===== src/rtl/hazard_unit_pkg.sv =====
// Shared RV32I opcode constants, hazard slot layout and forwarding select
// encodings for the pipeline hazard controller.
package hazard_unit_pkg;

    localparam int NB_WORD    = 32;
    localparam int NB_OPERAND = 5;
    localparam int NB_COUNT   = 32;

    localparam logic [6:0] OPC_LUI      = 7'b0110111;
    localparam logic [6:0] OPC_AUIPC    = 7'b0010111;
    localparam logic [6:0] OPC_JAL      = 7'b1101111;
    localparam logic [6:0] OPC_JALR     = 7'b1100111;
    localparam logic [6:0] OPC_BRANCH   = 7'b1100011;
    localparam logic [6:0] OPC_LOAD     = 7'b0000011;
    localparam logic [6:0] OPC_STORE    = 7'b0100011;
    localparam logic [6:0] OPC_OP_IMM   = 7'b0010011;
    localparam logic [6:0] OPC_OP       = 7'b0110011;
    localparam logic [6:0] OPC_MISC_MEM = 7'b0001111;
    localparam logic [6:0] OPC_SYSTEM   = 7'b1110011;

    localparam logic [1:0] FWD_RF  = 2'b00;
    localparam logic [1:0] FWD_ALU = 2'b01;
    localparam logic [1:0] FWD_MEM = 2'b10;

    // rd is stored as 0 for non-writers, so "writer" reduces to valid && rd != 0.
    typedef struct packed {
        logic                  valid;
        logic [NB_OPERAND-1:0] rd;
        logic                  is_load;
        logic                  is_mem;
    } hazard_slot_t;

    function automatic logic [1:0] fwd_select(input hazard_slot_t ex,
                                              input hazard_slot_t mem,
                                              input logic [NB_OPERAND-1:0] rs,
                                              input logic used);
        logic [1:0] sel;
        sel = FWD_RF;
        if (used && ex.valid && !ex.is_load && (ex.rd != '0) && (ex.rd == rs))
            sel = FWD_ALU;
        else if (used && mem.valid && (mem.rd != '0) && (mem.rd == rs))
            sel = FWD_MEM;
        return sel;
    endfunction

endpackage


===== src/rtl/hazard_unit_if.sv =====
// Hazard controller bus: ID-stage inputs and pipeline control outputs.
interface hazard_unit_if;
    import hazard_unit_pkg::*;

    logic                i_id_valid;
    logic [NB_WORD-1:0]  i_id_instruction;
    logic                i_branch_taken;
    logic                i_mem_ready;
    logic [1:0]          o_forward_rs1;
    logic [1:0]          o_forward_rs2;
    logic                o_stall_if;
    logic                o_stall_id;
    logic                o_bubble_ex;
    logic                o_flush_id;
    logic                o_freeze;
    logic [NB_COUNT-1:0] o_stall_count;

    modport master (
        output i_id_valid, i_id_instruction, i_branch_taken, i_mem_ready,
        input  o_forward_rs1, o_forward_rs2, o_stall_if, o_stall_id,
               o_bubble_ex, o_flush_id, o_freeze, o_stall_count
    );

    modport slave (
        input  i_id_valid, i_id_instruction, i_branch_taken, i_mem_ready,
        output o_forward_rs1, o_forward_rs2, o_stall_if, o_stall_id,
               o_bubble_ex, o_flush_id, o_freeze, o_stall_count
    );
endinterface


===== src/rtl/hazard_unit_operand_usage.sv =====
// Opcode decode of register usage and memory class for the ID instruction.
module operand_usage
    import hazard_unit_pkg::*;
(
    input  logic [6:0] i_opcode,
    output logic       o_uses_rs1,
    output logic       o_uses_rs2,
    output logic       o_writes_rd,
    output logic       o_is_load,
    output logic       o_is_mem
);
    always_comb begin
        o_uses_rs1  = !((i_opcode == OPC_LUI) || (i_opcode == OPC_AUIPC) ||
                        (i_opcode == OPC_JAL));
        o_uses_rs2  = (i_opcode == OPC_OP) || (i_opcode == OPC_STORE) ||
                      (i_opcode == OPC_BRANCH);
        o_writes_rd = !((i_opcode == OPC_STORE) || (i_opcode == OPC_BRANCH) ||
                        (i_opcode == OPC_MISC_MEM) || (i_opcode == OPC_SYSTEM));
        o_is_load   = (i_opcode == OPC_LOAD);
        o_is_mem    = (i_opcode == OPC_LOAD) || (i_opcode == OPC_STORE);
    end
endmodule


===== src/rtl/hazard_unit.sv =====
// Pipeline hazard controller: forwarding selects, load-use stall, branch
// flush, data-memory freeze and a saturating lost-cycle counter.
module hazard_unit
    import hazard_unit_pkg::*;
(
    input  logic          i_clock,
    input  logic          i_reset,
    hazard_unit_if.slave  bus
);
    hazard_slot_t          r_ex;
    hazard_slot_t          r_mem;
    logic [NB_COUNT-1:0]   r_count;

    logic [6:0]            w_opcode;
    logic [NB_OPERAND-1:0] w_rd;
    logic [NB_OPERAND-1:0] w_rs1;
    logic [NB_OPERAND-1:0] w_rs2;
    logic                  w_uses_rs1;
    logic                  w_uses_rs2;
    logic                  w_writes_rd;
    logic                  w_is_load;
    logic                  w_is_mem;
    logic                  w_use1;
    logic                  w_use2;
    logic                  w_load_use;
    logic                  w_freeze;
    logic                  w_branch;
    logic                  w_stall;
    hazard_slot_t          w_id_slot;
    logic                  w_unused_bits;

    assign w_opcode      = bus.i_id_instruction[6:0];
    assign w_rd          = bus.i_id_instruction[11:7];
    assign w_rs1         = bus.i_id_instruction[19:15];
    assign w_rs2         = bus.i_id_instruction[24:20];
    assign w_unused_bits = ^{bus.i_id_instruction[31:25], bus.i_id_instruction[14:12]};

    operand_usage u_operand_usage (
        .i_opcode    (w_opcode),
        .o_uses_rs1  (w_uses_rs1),
        .o_uses_rs2  (w_uses_rs2),
        .o_writes_rd (w_writes_rd),
        .o_is_load   (w_is_load),
        .o_is_mem    (w_is_mem)
    );

    assign w_use1 = bus.i_id_valid && w_uses_rs1;
    assign w_use2 = bus.i_id_valid && w_uses_rs2;

    assign w_load_use = r_ex.valid && r_ex.is_load && (r_ex.rd != '0) &&
                        ((w_use1 && (w_rs1 == r_ex.rd)) || (w_use2 && (w_rs2 == r_ex.rd)));
    assign w_freeze   = r_mem.valid && r_mem.is_mem && !bus.i_mem_ready;
    // A frozen EX still holds the branch; it re-asserts once the freeze lifts.
    assign w_branch   = bus.i_branch_taken && !w_freeze;
    assign w_stall    = w_load_use && !w_freeze && !w_branch;

    always_comb begin
        w_id_slot         = '0;
        w_id_slot.valid   = 1'b1;
        w_id_slot.rd      = w_writes_rd ? w_rd : '0;
        w_id_slot.is_load = w_is_load;
        w_id_slot.is_mem  = w_is_mem;
    end

    always_ff @(posedge i_clock) begin
        if (i_reset) begin
            r_ex  <= '0;
            r_mem <= '0;
        end else if (!w_freeze) begin
            r_mem <= r_ex;
            r_ex  <= (bus.i_id_valid && !w_branch && !w_stall) ? w_id_slot : '0;
        end
    end

    always_ff @(posedge i_clock) begin
        if (i_reset)
            r_count <= '0;
        else if ((w_stall || w_freeze) && (r_count != '1))
            r_count <= r_count + 1'b1;
    end

    always_comb begin
        bus.o_forward_rs1 = FWD_RF;
        bus.o_forward_rs2 = FWD_RF;
        bus.o_stall_if    = 1'b0;
        bus.o_stall_id    = 1'b0;
        bus.o_bubble_ex   = 1'b0;
        bus.o_flush_id    = 1'b0;
        bus.o_freeze      = 1'b0;
        bus.o_stall_count = '0;
        if (!i_reset) begin
            bus.o_forward_rs1 = fwd_select(r_ex, r_mem, w_rs1, w_use1);
            bus.o_forward_rs2 = fwd_select(r_ex, r_mem, w_rs2, w_use2);
            bus.o_stall_count = r_count;
            if (w_freeze) begin
                bus.o_freeze   = 1'b1;
                bus.o_stall_if = 1'b1;
                bus.o_stall_id = 1'b1;
            end else if (w_branch) begin
                bus.o_flush_id  = 1'b1;
                bus.o_bubble_ex = 1'b1;
            end else if (w_stall) begin
                bus.o_stall_if  = 1'b1;
                bus.o_stall_id  = 1'b1;
                bus.o_bubble_ex = 1'b1;
            end
        end
    end
endmodule

===== src/flat_wrapper.sv =====
// flat-port wrapper written by rule: the top's interface ports become plain ports
module hazard_unit_flat import hazard_unit_pkg::*;
  (i_clock, i_reset, bus_i_id_valid, bus_i_id_instruction, bus_i_branch_taken, bus_i_mem_ready, bus_o_forward_rs1, bus_o_forward_rs2, bus_o_stall_if, bus_o_stall_id, bus_o_bubble_ex, bus_o_flush_id, bus_o_freeze, bus_o_stall_count);
  hazard_unit_if bus_i ();
  input  logic i_clock;
  input  logic i_reset;
  input wire logic [$bits(bus_i.i_id_valid)-1:0] bus_i_id_valid;
  input wire logic [$bits(bus_i.i_id_instruction)-1:0] bus_i_id_instruction;
  input wire logic [$bits(bus_i.i_branch_taken)-1:0] bus_i_branch_taken;
  input wire logic [$bits(bus_i.i_mem_ready)-1:0] bus_i_mem_ready;
  output wire logic [$bits(bus_i.o_forward_rs1)-1:0] bus_o_forward_rs1;
  output wire logic [$bits(bus_i.o_forward_rs2)-1:0] bus_o_forward_rs2;
  output wire logic [$bits(bus_i.o_stall_if)-1:0] bus_o_stall_if;
  output wire logic [$bits(bus_i.o_stall_id)-1:0] bus_o_stall_id;
  output wire logic [$bits(bus_i.o_bubble_ex)-1:0] bus_o_bubble_ex;
  output wire logic [$bits(bus_i.o_flush_id)-1:0] bus_o_flush_id;
  output wire logic [$bits(bus_i.o_freeze)-1:0] bus_o_freeze;
  output wire logic [$bits(bus_i.o_stall_count)-1:0] bus_o_stall_count;
  assign bus_i.i_id_valid = bus_i_id_valid;
  assign bus_i.i_id_instruction = bus_i_id_instruction;
  assign bus_i.i_branch_taken = bus_i_branch_taken;
  assign bus_i.i_mem_ready = bus_i_mem_ready;
  assign bus_o_forward_rs1 = bus_i.o_forward_rs1;
  assign bus_o_forward_rs2 = bus_i.o_forward_rs2;
  assign bus_o_stall_if = bus_i.o_stall_if;
  assign bus_o_stall_id = bus_i.o_stall_id;
  assign bus_o_bubble_ex = bus_i.o_bubble_ex;
  assign bus_o_flush_id = bus_i.o_flush_id;
  assign bus_o_freeze = bus_i.o_freeze;
  assign bus_o_stall_count = bus_i.o_stall_count;
  hazard_unit u_core (.i_clock(i_clock), .i_reset(i_reset), .bus(bus_i));
endmodule

===== config.mk =====
export PLATFORM = sky130hd
export DESIGN_NAME = hazard_unit_flat
export DESIGN_NICKNAME = d
export VERILOG_FILES = /design/src/rtl/hazard_unit_pkg.sv /design/src/rtl/hazard_unit_if.sv /design/src/rtl/hazard_unit_operand_usage.sv /design/src/rtl/hazard_unit.sv /design/src/flat_wrapper.sv
export SDC_FILE = /design/constraint.sdc
export NUM_CORES = 1
export LEC_CHECK = 0
export BUFFER_PORTS_ARGS = -buffer_cell sky130_fd_sc_hd__buf_2
export CAP_MARGIN = 0
export CORE_UTILIZATION = 56
export CTS_CLUSTER_DIAMETER = 200
export DETAILED_ROUTE_END_ITERATION = 10
export GPL_TIMING_DRIVEN = 1
export PLACE_DENSITY = 0.91
export SLEW_MARGIN = 20
export SYNTH_ARGS = -nofsm -noshare
export SYNTH_HDL_FRONTEND = slang
export SYNTH_HIERARCHICAL = 1
export SYNTH_SLANG_ARGS = --single-unit

===== constraint.sdc =====
create_clock -name i_clock -period 3.5 [get_ports i_clock]
set_input_delay 0.175 -clock i_clock [delete_from_list [all_inputs] [get_ports i_clock]]
set_output_delay 0.175 -clock i_clock [all_outputs]
set_load 0.005 [all_outputs]

After elaboration in Yosys (flattened, before gate mapping). Index checks and enable logic that the tools add are counted.

Register bits: 47. Latch bits: 0. Bits in writable memories: 0. Bits in read-only memories: 0. Bits of input ports: 37. Memories: 0.

Add/subtract/negate cells: 1. Multiply operators: 0. Divide/modulo/power cells: 0. $lt $le $gt $ge: 0. Eq/ne operators: 16. Shift-type cells: 0. Multiplexer cells: 21. Bitwise operators: 0. Reductions and logical operators: 47.

Operators by type and width (count): 32-bit by 1-bit adder with 32-bit output (second input constant) (1); 32-bit two-way mux (1); 32-bit != test (second input constant) (1); 5-bit equality test (6); 1-bit logical AND (29); 7-bit by 6-bit equality test with 1-bit output (second input constant) (3); 7-bit equality test (second input constant) (3); 1-bit two-way mux (12); 2-bit two-way mux (6); 1-bit logical OR (10); 5-bit nonzero test (2); 8-bit two-way mux (1); 7-bit by 2-bit equality test with 1-bit output (second input constant) (1); 7-bit by 4-bit equality test with 1-bit output (second input constant) (1); 7-bit by 5-bit equality test with 1-bit output (second input constant) (1); 1-bit logical NOT (6); 5-bit two-way mux (1).

Logic depth before layout (Yosys ltp). Gate-level depths: netlist of the first run.

Depth in word-level cells: 14. Depth in mapped cells: 11. Depth with buffers taken out: 9.

Hierarchy. The synthesis of the first run kept the hierarchy.

Modules (own cells, without submodules): hazard_unit (times used 1, cells an instance 317, area each 2623.8 sq um, sequential area each 940.9 sq um); operand_usage (times used 1, cells an instance 15, area each 87.6 sq um, sequential area each 0.0 sq um).

Worst setup path before layout of the first run. OpenSTA, ideal clock, no wires.

Path type: flip-flop to flip-flop. Start point: reg u_core.r_count[0]. End point: reg u_core.r_count[26]. Setup time: 0.121 ns. Arrival: 1.829 ns. Data required time: 3.379 ns. Setup slack: 1.550 ns. Cell stages (with the launch flop): 9. Buffers on the path: 0. Cells stage by stage: dfxtp_1 ha_1 nand2_1 nor4_4 nand4_1 nand2b_1 a21oi_2 nand3_1 mux2_4.

Word-level cells in the longest chain between the ends: 2. Elaborated cells between the ends (all ways): 3.

RTL lines: start, declared (RTL line hazard_unit.sv:12) `logic [NB_COUNT-1:0] r_count;`; start signal, assigned (RTL line hazard_unit.sv:79) `r_count <= r_count + 1'b1;`; parallel branches: the longest is 2 deep, another holds 32-bit by 1-bit adder with 32-bit output.

Several ways; the timed one is not identified. A chain may end at the register's enable or synchronous reset.

Worst setup path after layout of the first run.
Start point: reg u_core/r_ex[6] in the netlist's numbering. End point: reg u_core.r_count[4].

Word-level cells in the longest chain between the ends: 8. Elaborated cells between the ends (all ways): 12.

RTL lines: start, declared (RTL line hazard_unit.sv:10) `hazard_slot_t r_ex;`; start signal, assigned (RTL line hazard_unit.sv:71) `r_ex <= (bus.i_id_valid && !w_branch && !w_stall) ? w_id_slot : '0;`; 5-bit equality test (RTL line hazard_unit.sv:51) `((w_use1 && (w_rs1 == r_ex.rd)) || (w_use2 && (w_rs2 == r_ex.rd)));`; 1-bit logical AND (RTL line hazard_unit.sv:51); 1-bit logical OR (RTL line hazard_unit.sv:51); 1-bit logical AND * (RTL line hazard_unit.sv:50) `assign w_load_use = r_ex.valid && r_ex.is_load && (r_ex.rd != '0) &&`; 1-bit logical AND * (2 in a row) (RTL line hazard_unit.sv:55) `assign w_stall = w_load_use && !w_freeze && !w_branch;`; 1-bit logical OR * (RTL line hazard_unit.sv:78) `else if ((w_stall || w_freeze) && (r_count != '1))`; 1-bit logical AND * (RTL line hazard_unit.sv:78).

Every way passes the cells marked *; elsewhere a longest branch is shown, timed or not.

==> flow_summary.ini, run 1 <==
[outcome]
status = completed

[logic_synthesis]
async_reset_ff_share_pct = 0
synth-edff-count = 0
synth_area_per_cell_sq_um = 8.17
synthesis.area_sq_mm = 0.00271
ys.flop_type = dfxtp_1
ys_warn_count = 6
yosysSeqAreaShare_pct = 34.7
synth_nets = 370
ys_seq_elements = 47
synthCells = 332
yosysUniqueCellTypes = 42

[setup_path]
reg2regPathDepth = 7
worstPathMaxFanout = 19
rr_endpoint = u_core/r_count[4]$_SDFFE_PP0P_
r2r_setup_slack_ps = 1080
worstPathRequired_ps = 3750
start_kind = register
r2r-start = u_core/r_ex[6]$_SDFFE_PP0N_
crit_arrival_ps = 2670
worstSetupPathType = register to register
crit_path_end_kind = register

[sta]
holdWs_ps = 106
slew_headroom_pct = 53.8
fmax_mhz = 413
drv_slew = 0
finalSetupViolCount = 0
worst_pin_slew_ps = 693
period_needed_ps = 2420
fin_setup_tns_ps = 0
skew_ps = 11.7
finalWorstSetupSlack_ps = 1080
final.period_utilization_pct = 69.2
rsz0062_at_grt = no
finalHoldViolCount = 0

[cts]
cts.clk_slew.worst_paths_ps = 80
clock_sinks = 47
cts_tree = built
cts_resized = 0
clockBufferDepth = 2
postCtsSetupRepairBufs = 0
insertion_delay_ps = 300
holdBufCountCts = 0
cts.htree.levels = 2
cts-buffers-inserted = 5
cts_root_buf = clkbuf_8

[drt]
routedWlPerCell_um = 13.7
viasPerCell = 5.76
via_count = 2565
antenna_left = 0
first_iter_violations = 206
drc_errors = 0
wl_um = 6100
first_pass_iters = 6

[worst_hold_path]
hold_end = u_core/r_ex[6]$_SDFFE_PP0N_
worstHoldStart = bus_i_id_instruction[11]
min_path_cells = 2
holdCritPathClass = primary input to register

[cells_and_area]
seq_area_sq_um = 941
final_util_pct = 69.3
multiInputGateArea_sq_mm = 0.00167
nets = 430
syn2layout_area_growth_pct = 15.1
diodes = 0
num-fill-cells = 365
final_area_sq_mm = 0.00312
drive_gt1_share_pct = 22.9
finalNonFillerCells = 445

[global_route]
use_met2_pct = 43.8
met3_usage_pct = 4.78
grt_pass1_wl_um = 10300
gr-usage-met1_pct = 30.7
top_usage_layer = met2
antenna_found_initial = 0
grt_max_degree = 50
grt.total_usage_pct = 25.2
gr-total-overflow = 0
grt_pass1_vias = 2360

[floorplan]
start_util_pct = 60.2
rows = 24
core-area_sq_mm = 0.00450
io_pins = 78
die_area_sq_mm = 0.00512
die-width_um = 71.6
die_y_um = 71.6

[pwr]
finalPower_mw = 0.933
ir_drop_mv = 0.199
power.density_mw_per_mm2 = 299
power_leakage_nw = 1.32

[place]
place_ws_ps = 1100
gp_congestion = 0.923
placed_area_sq_mm = 0.00304
dpl.cell_count = 437
port-buffer-count = 67
dp_hpwl_um = 4520

[run]
drv_cap = 0
[flip-flops by register name, summed over array words and instances (netlist names)]
name / flops
u_core/r_count: 32
u_core/r_mem: 7
u_core/r_ex: 8
[area by class of cell]
type | instances | share of cell area, %
multi-input cells | 268 | 53.6
flip-flops and latches | 47 | 30.2
repair buffers | 70 | 11.5
clock buffers | 6 | 2.33
well taps | 52 | 2.09
clock inverters | 2 | 0.401
[how the worst max path moves through the flow]
stage / end / slack, ps / startpoint / cells past startpoint
floorplan: u_core/r_count[26]$_SDFFE_PP0P_ / 1550 / u_core/r_count[0]$_SDFFE_PP0P_ / 8
global placement: u_core/r_count[4]$_SDFFE_PP0P_ / 1140 / u_core/r_count[0]$_SDFFE_PP0P_ / 8
detailed placement: u_core/r_count[9]$_SDFFE_PP0P_ / 1100 / u_core/r_count[0]$_SDFFE_PP0P_ / 8
CTS: u_core/r_count[4]$_SDFFE_PP0P_ / 1070 / u_core/r_count[0]$_SDFFE_PP0P_ / 8
global route: u_core/r_count[9]$_SDFFE_PP0P_ / 870 / u_core/r_ex[6]$_SDFFE_PP0N_ / 7
finish: u_core/r_count[4]$_SDFFE_PP0P_ / 1080 / u_core/r_ex[6]$_SDFFE_PP0N_ / 7
[cells by family after synthesis]
group	after synthesis	share of synthesized area, %
AOI/OAI and AO/OA	40	9.55
muxes	3	1.38
adders and majority gates	1	0.461
xor gates and xnor gates	39	12.6
and+or+nand+nor	185	37.7
buffers and inverters	17	3.65
DFF	47	34.7
[report_power, final]
part	switching [mW]	internal [mW]	leakage, nW
clock	0.180	0.140	0.0412
combinational	0.0395	0.0307	0.900
sequential	0.00544	0.538	0.379
[synthesized netlist by cell type (4+ instances only)]
cell type	instances	share of area (%)
dfxtp_1	47	35
nor2_1	38	5.3
nor2b_1	33	7.6
nand2_1	32	4.4
nand4_1	23	5.3
xor2_1	22	7.1
xnor2_1	17	5.5
a21oi_1	15	2.8
nand3_1	14	2.6
clkbuf_1	11	1.5
o21ai_0	10	1.8
and3_1	7	1.6
or4_1	7	1.9
or3_1	6	1.4
a32o_1	5	1.8
and2_1	5	1.2
nor3_1	5	0.92
buf_6	4	1.7
[placed cells by master, fill, tap and decap left out, types with 3 or more instances in the layout]
| cell type | instances |
|---|---|
| buf_4 | 3 |
| a32o_1 | 5 |
| nand3_1 | 14 |
| clkbuf_8 | 5 |
| buf_2 | 67 |
| and2_1 | 5 |
| xor2_1 | 22 |
| nand2_1 | 32 |
| xnor2_1 | 17 |
| o21ai_0 | 10 |
| nor2_1 | 38 |
| dfxtp_1 | 47 |
| or4_1 | 7 |
| or3_1 | 6 |
| nor2b_1 | 33 |
| nor3_1 | 5 |
| nand4_1 | 23 |
| and3_1 | 7 |
| a21oi_1 | 15 |
[critical path: stages, from the launching register on]
cell     delay [ps]
dfxtp_1         480
nor3_1          140
a21o_1          210
nor2_1          110
o22a_1          600
nand2_4         220
or4_1           530
nand2_1          80
[per-layer routing]
metal	share of wire (%)	wire, um	vias to the layer above
met1	44	2680	1177
li1	-	-	1287
met4	1.6	95	0
met3	4.7	287	12
met2	50	3040	89
met5	0	0	-
Power figures use the tool's default switching activity.
==> run 2: changes to the inputs <==
--- a/config.mk
+++ b/config.mk
@@ -7,11 +7,11 @@
 export LEC_CHECK = 0
 export BUFFER_PORTS_ARGS = -buffer_cell sky130_fd_sc_hd__buf_2
 export CAP_MARGIN = 0
-export CORE_UTILIZATION = 56
+export CORE_UTILIZATION = 52
 export CTS_CLUSTER_DIAMETER = 200
 export DETAILED_ROUTE_END_ITERATION = 10
 export GPL_TIMING_DRIVEN = 1
-export PLACE_DENSITY = 0.91
+export PLACE_DENSITY = 0.86
 export SLEW_MARGIN = 20
 export SYNTH_ARGS = -nofsm -noshare
 export SYNTH_HDL_FRONTEND = slang
==> constraint.sdc (replaced) <==
create_clock -name i_clock -period 2.5 [get_ports i_clock]
set_input_delay 0.125 -clock i_clock [delete_from_list [all_inputs] [get_ports i_clock]]
set_output_delay 0.125 -clock i_clock [all_outputs]
set_load 0.005 [all_outputs]
==> run 2 against run 1 <==
  * Final area up 3.3%
  * Critical path depth stayed put
  * Global-route usage shrank 0.36 points
  * Highest routed layer unchanged
  * Die area up 7.5%
  * Combinational power is 41% higher
  * Final cell count up 4.5%
  * Register-to-register slack worse by 850 ps
  * Clock-buffer cell count unchanged
  * Critical endpoint unchanged
  * Power grew 62%
  * Wire length rose by 3.2%
  * Flip-flop and latch count is the same
  * Critical path type unchanged
==> flow_summary.ini, run 2 (synthesis gave the netlist of run 1 again) <==
[pwr]
pwr-share-clk_pct = 43.1
seqPwrFrac_pct = 50.4
power_leakage_nw = 1.37
p_int_mw = 1.20
ir_drop_mv = 0.335
switchingPower_mw = 0.314
pwr-share-comb_pct = 6.5
power.density_mw_per_mm2 = 468
swShare_pct = 20.8

[cts]
postCtsSetupRepairBufs = 0
cts.htree.levels = 2
cts-buffers-inserted = 5
insertion_delay_ps = 290
cts.clk_slew.worst_paths_ps = 80
cts_root_buf = clkbuf_8
clock_sinks = 47
cts_resized = 0
clockBufferDepth = 2
holdBufCountCts = 0
cts_tree = built

[drt]
via_count = 2631
top_layer = met4
first_iter_violations = 215
drc_errors = 0
viasPerCell = 5.66
antenna_left = 0
met1_length_um = 2800
first_pass_iters = 4
met3WireLength_um = 297
route.met2.wl_um = 3140
routedWlPerCell_um = 13.5
wl_um = 6290

[global_route]
gr-total-overflow = 0
grt_pass1_wl_um = 10700
grt.total_usage_pct = 24.8
grt_max_degree = 46
antenna_found_initial = 0
grt_pass1_vias = 2497

[sta]
finalSetupViolCount = 0
drv_slew = 0
holdWs_ps = 71.1
slew_headroom_pct = 59.5
worst_pin_slew_ps = 606
fin_setup_tns_ps = 0
finalHoldViolCount = 0
rsz0062_at_grt = no
fmax_mhz = 440
period_needed_ps = 2270
final.period_utilization_pct = 91.0
skew_ps = 6.84

[floorplan]
die_area_sq_mm = 0.00551
io_pins = 78
die-width_um = 74.2
start_util_pct = 55.6
rows = 25
core-area_sq_mm = 0.00488
die_y_um = 74.2

[setup_path]
crit_arrival_ps = 2510
crit_path_end_kind = register
start_kind = register
rr_endpoint = u_core/r_count[4]$_SDFFE_PP0P_
worstPathRequired_ps = 2730
worstPathMaxFanout = 16
r2r_setup_slack_ps = 230
r2r-start = u_core/r_ex[5]$_SDFFE_PP0N_
worstSetupPathType = register to register
reg2regPathDepth = 7

[cells_and_area]
drive_gt1_share_pct = 23.9
syn2layout_area_growth_pct = 18.9
seq_area_sq_um = 941
multiInputGateArea_sq_mm = 0.00167
nets = 435
top_register = u_core/r_count
diodes = 0
largest_registers = u_core/r_count: 32 flops, u_core/r_ex: 8 flops, u_core/r_mem: 7 flops
final_common_cell = buf_2
num-fill-cells = 431
final_cell_mix = 67 x buf_2, 47 x dfxtp_1, 38 x nor2_1
largest_register_ffs = 32

[worst_hold_path]
hold_end = u_core/r_ex[6]$_SDFFE_PP0N_
holdCritPathClass = primary input to register
worstHoldStart = bus_i_id_instruction[11]
min_path_cells = 2

[place]
dp_hpwl_um = 4620
gp_congestion = 0.913
port-buffer-count = 67

[run]
drv_cap = 0

[outcome]
status = completed
[run 2: power by group through the flow]
stage / combinational [mW] / sequential [mW] / clock (mW)
CTS: 0.0985 / 0.760 / 0.660
global placement: 0.0937 / 0.777 / 0
floorplan: 0.0579 / 0.775 / 0
finish: 0.0987 / 0.760 / 0.650
global route: 0.109 / 0.761 / 0.697
detailed placement: 0.0981 / 0.777 / 0
[run 2: worst max-delay path, cell delays in order (launching register included)]
cell and delay [ps]:
dfxtp_1 490, xnor2_1 170, nand4_1 150, nor3_2 360
or3_1 300, nand2_4 160, or4_1 500, nand2_1 80
[run 2: stage by stage]
stage          instance area, sq um  worst slack, ps  total power, mW  util, %  std cells
6_report                       3220              225             1.51     66.1        465
2_1_floorplan                  2710              550            0.833        -        332
3_5_place_dp                   3090              247            0.876     63.4        457
4_1_cts                        3220              226             1.52     66.1        465
3_3_place_gp                   3090              341            0.871     63.4        457
5_1_grt                        3220             23.7             1.57     66.1        465
[run 2: worst max-delay path by stage]
stage	from	slack, ps	endpoint	depth (start not counted)
global placement	u_core/r_count[0]$_SDFFE_PP0P_	340	u_core/r_count[6]$_SDFFE_PP0P_	9
finish	u_core/r_ex[5]$_SDFFE_PP0N_	230	u_core/r_count[4]$_SDFFE_PP0P_	7
CTS	u_core/r_ex[5]$_SDFFE_PP0N_	230	u_core/r_count[18]$_SDFFE_PP0P_	7
detailed placement	u_core/r_count[0]$_SDFFE_PP0P_	250	u_core/r_count[6]$_SDFFE_PP0P_	9
global route	u_core/r_count[0]$_SDFFE_PP0P_	20	u_core/r_count[3]$_SDFFE_PP0P_	9
floorplan	u_core/r_count[0]$_SDFFE_PP0P_	550	u_core/r_count[26]$_SDFFE_PP0P_	8
[run 2: layer usage]
metal	GRT usage, %	up-vias
met5	0	-
met4	9.01	0
met3	5.96	7
met2	42.2	83
met1	30.5	1248
li1	-	1293
[run 2: area by class of cell]
type / instances / share of cell area [%]
well taps: 67 / 2.60
clock inverters: 2 / 1.86
flip-flops and latches: 47 / 29.2
repair buffers: 75 / 12.3
clock buffers: 6 / 2.25
multi-input cells: 268 / 51.8
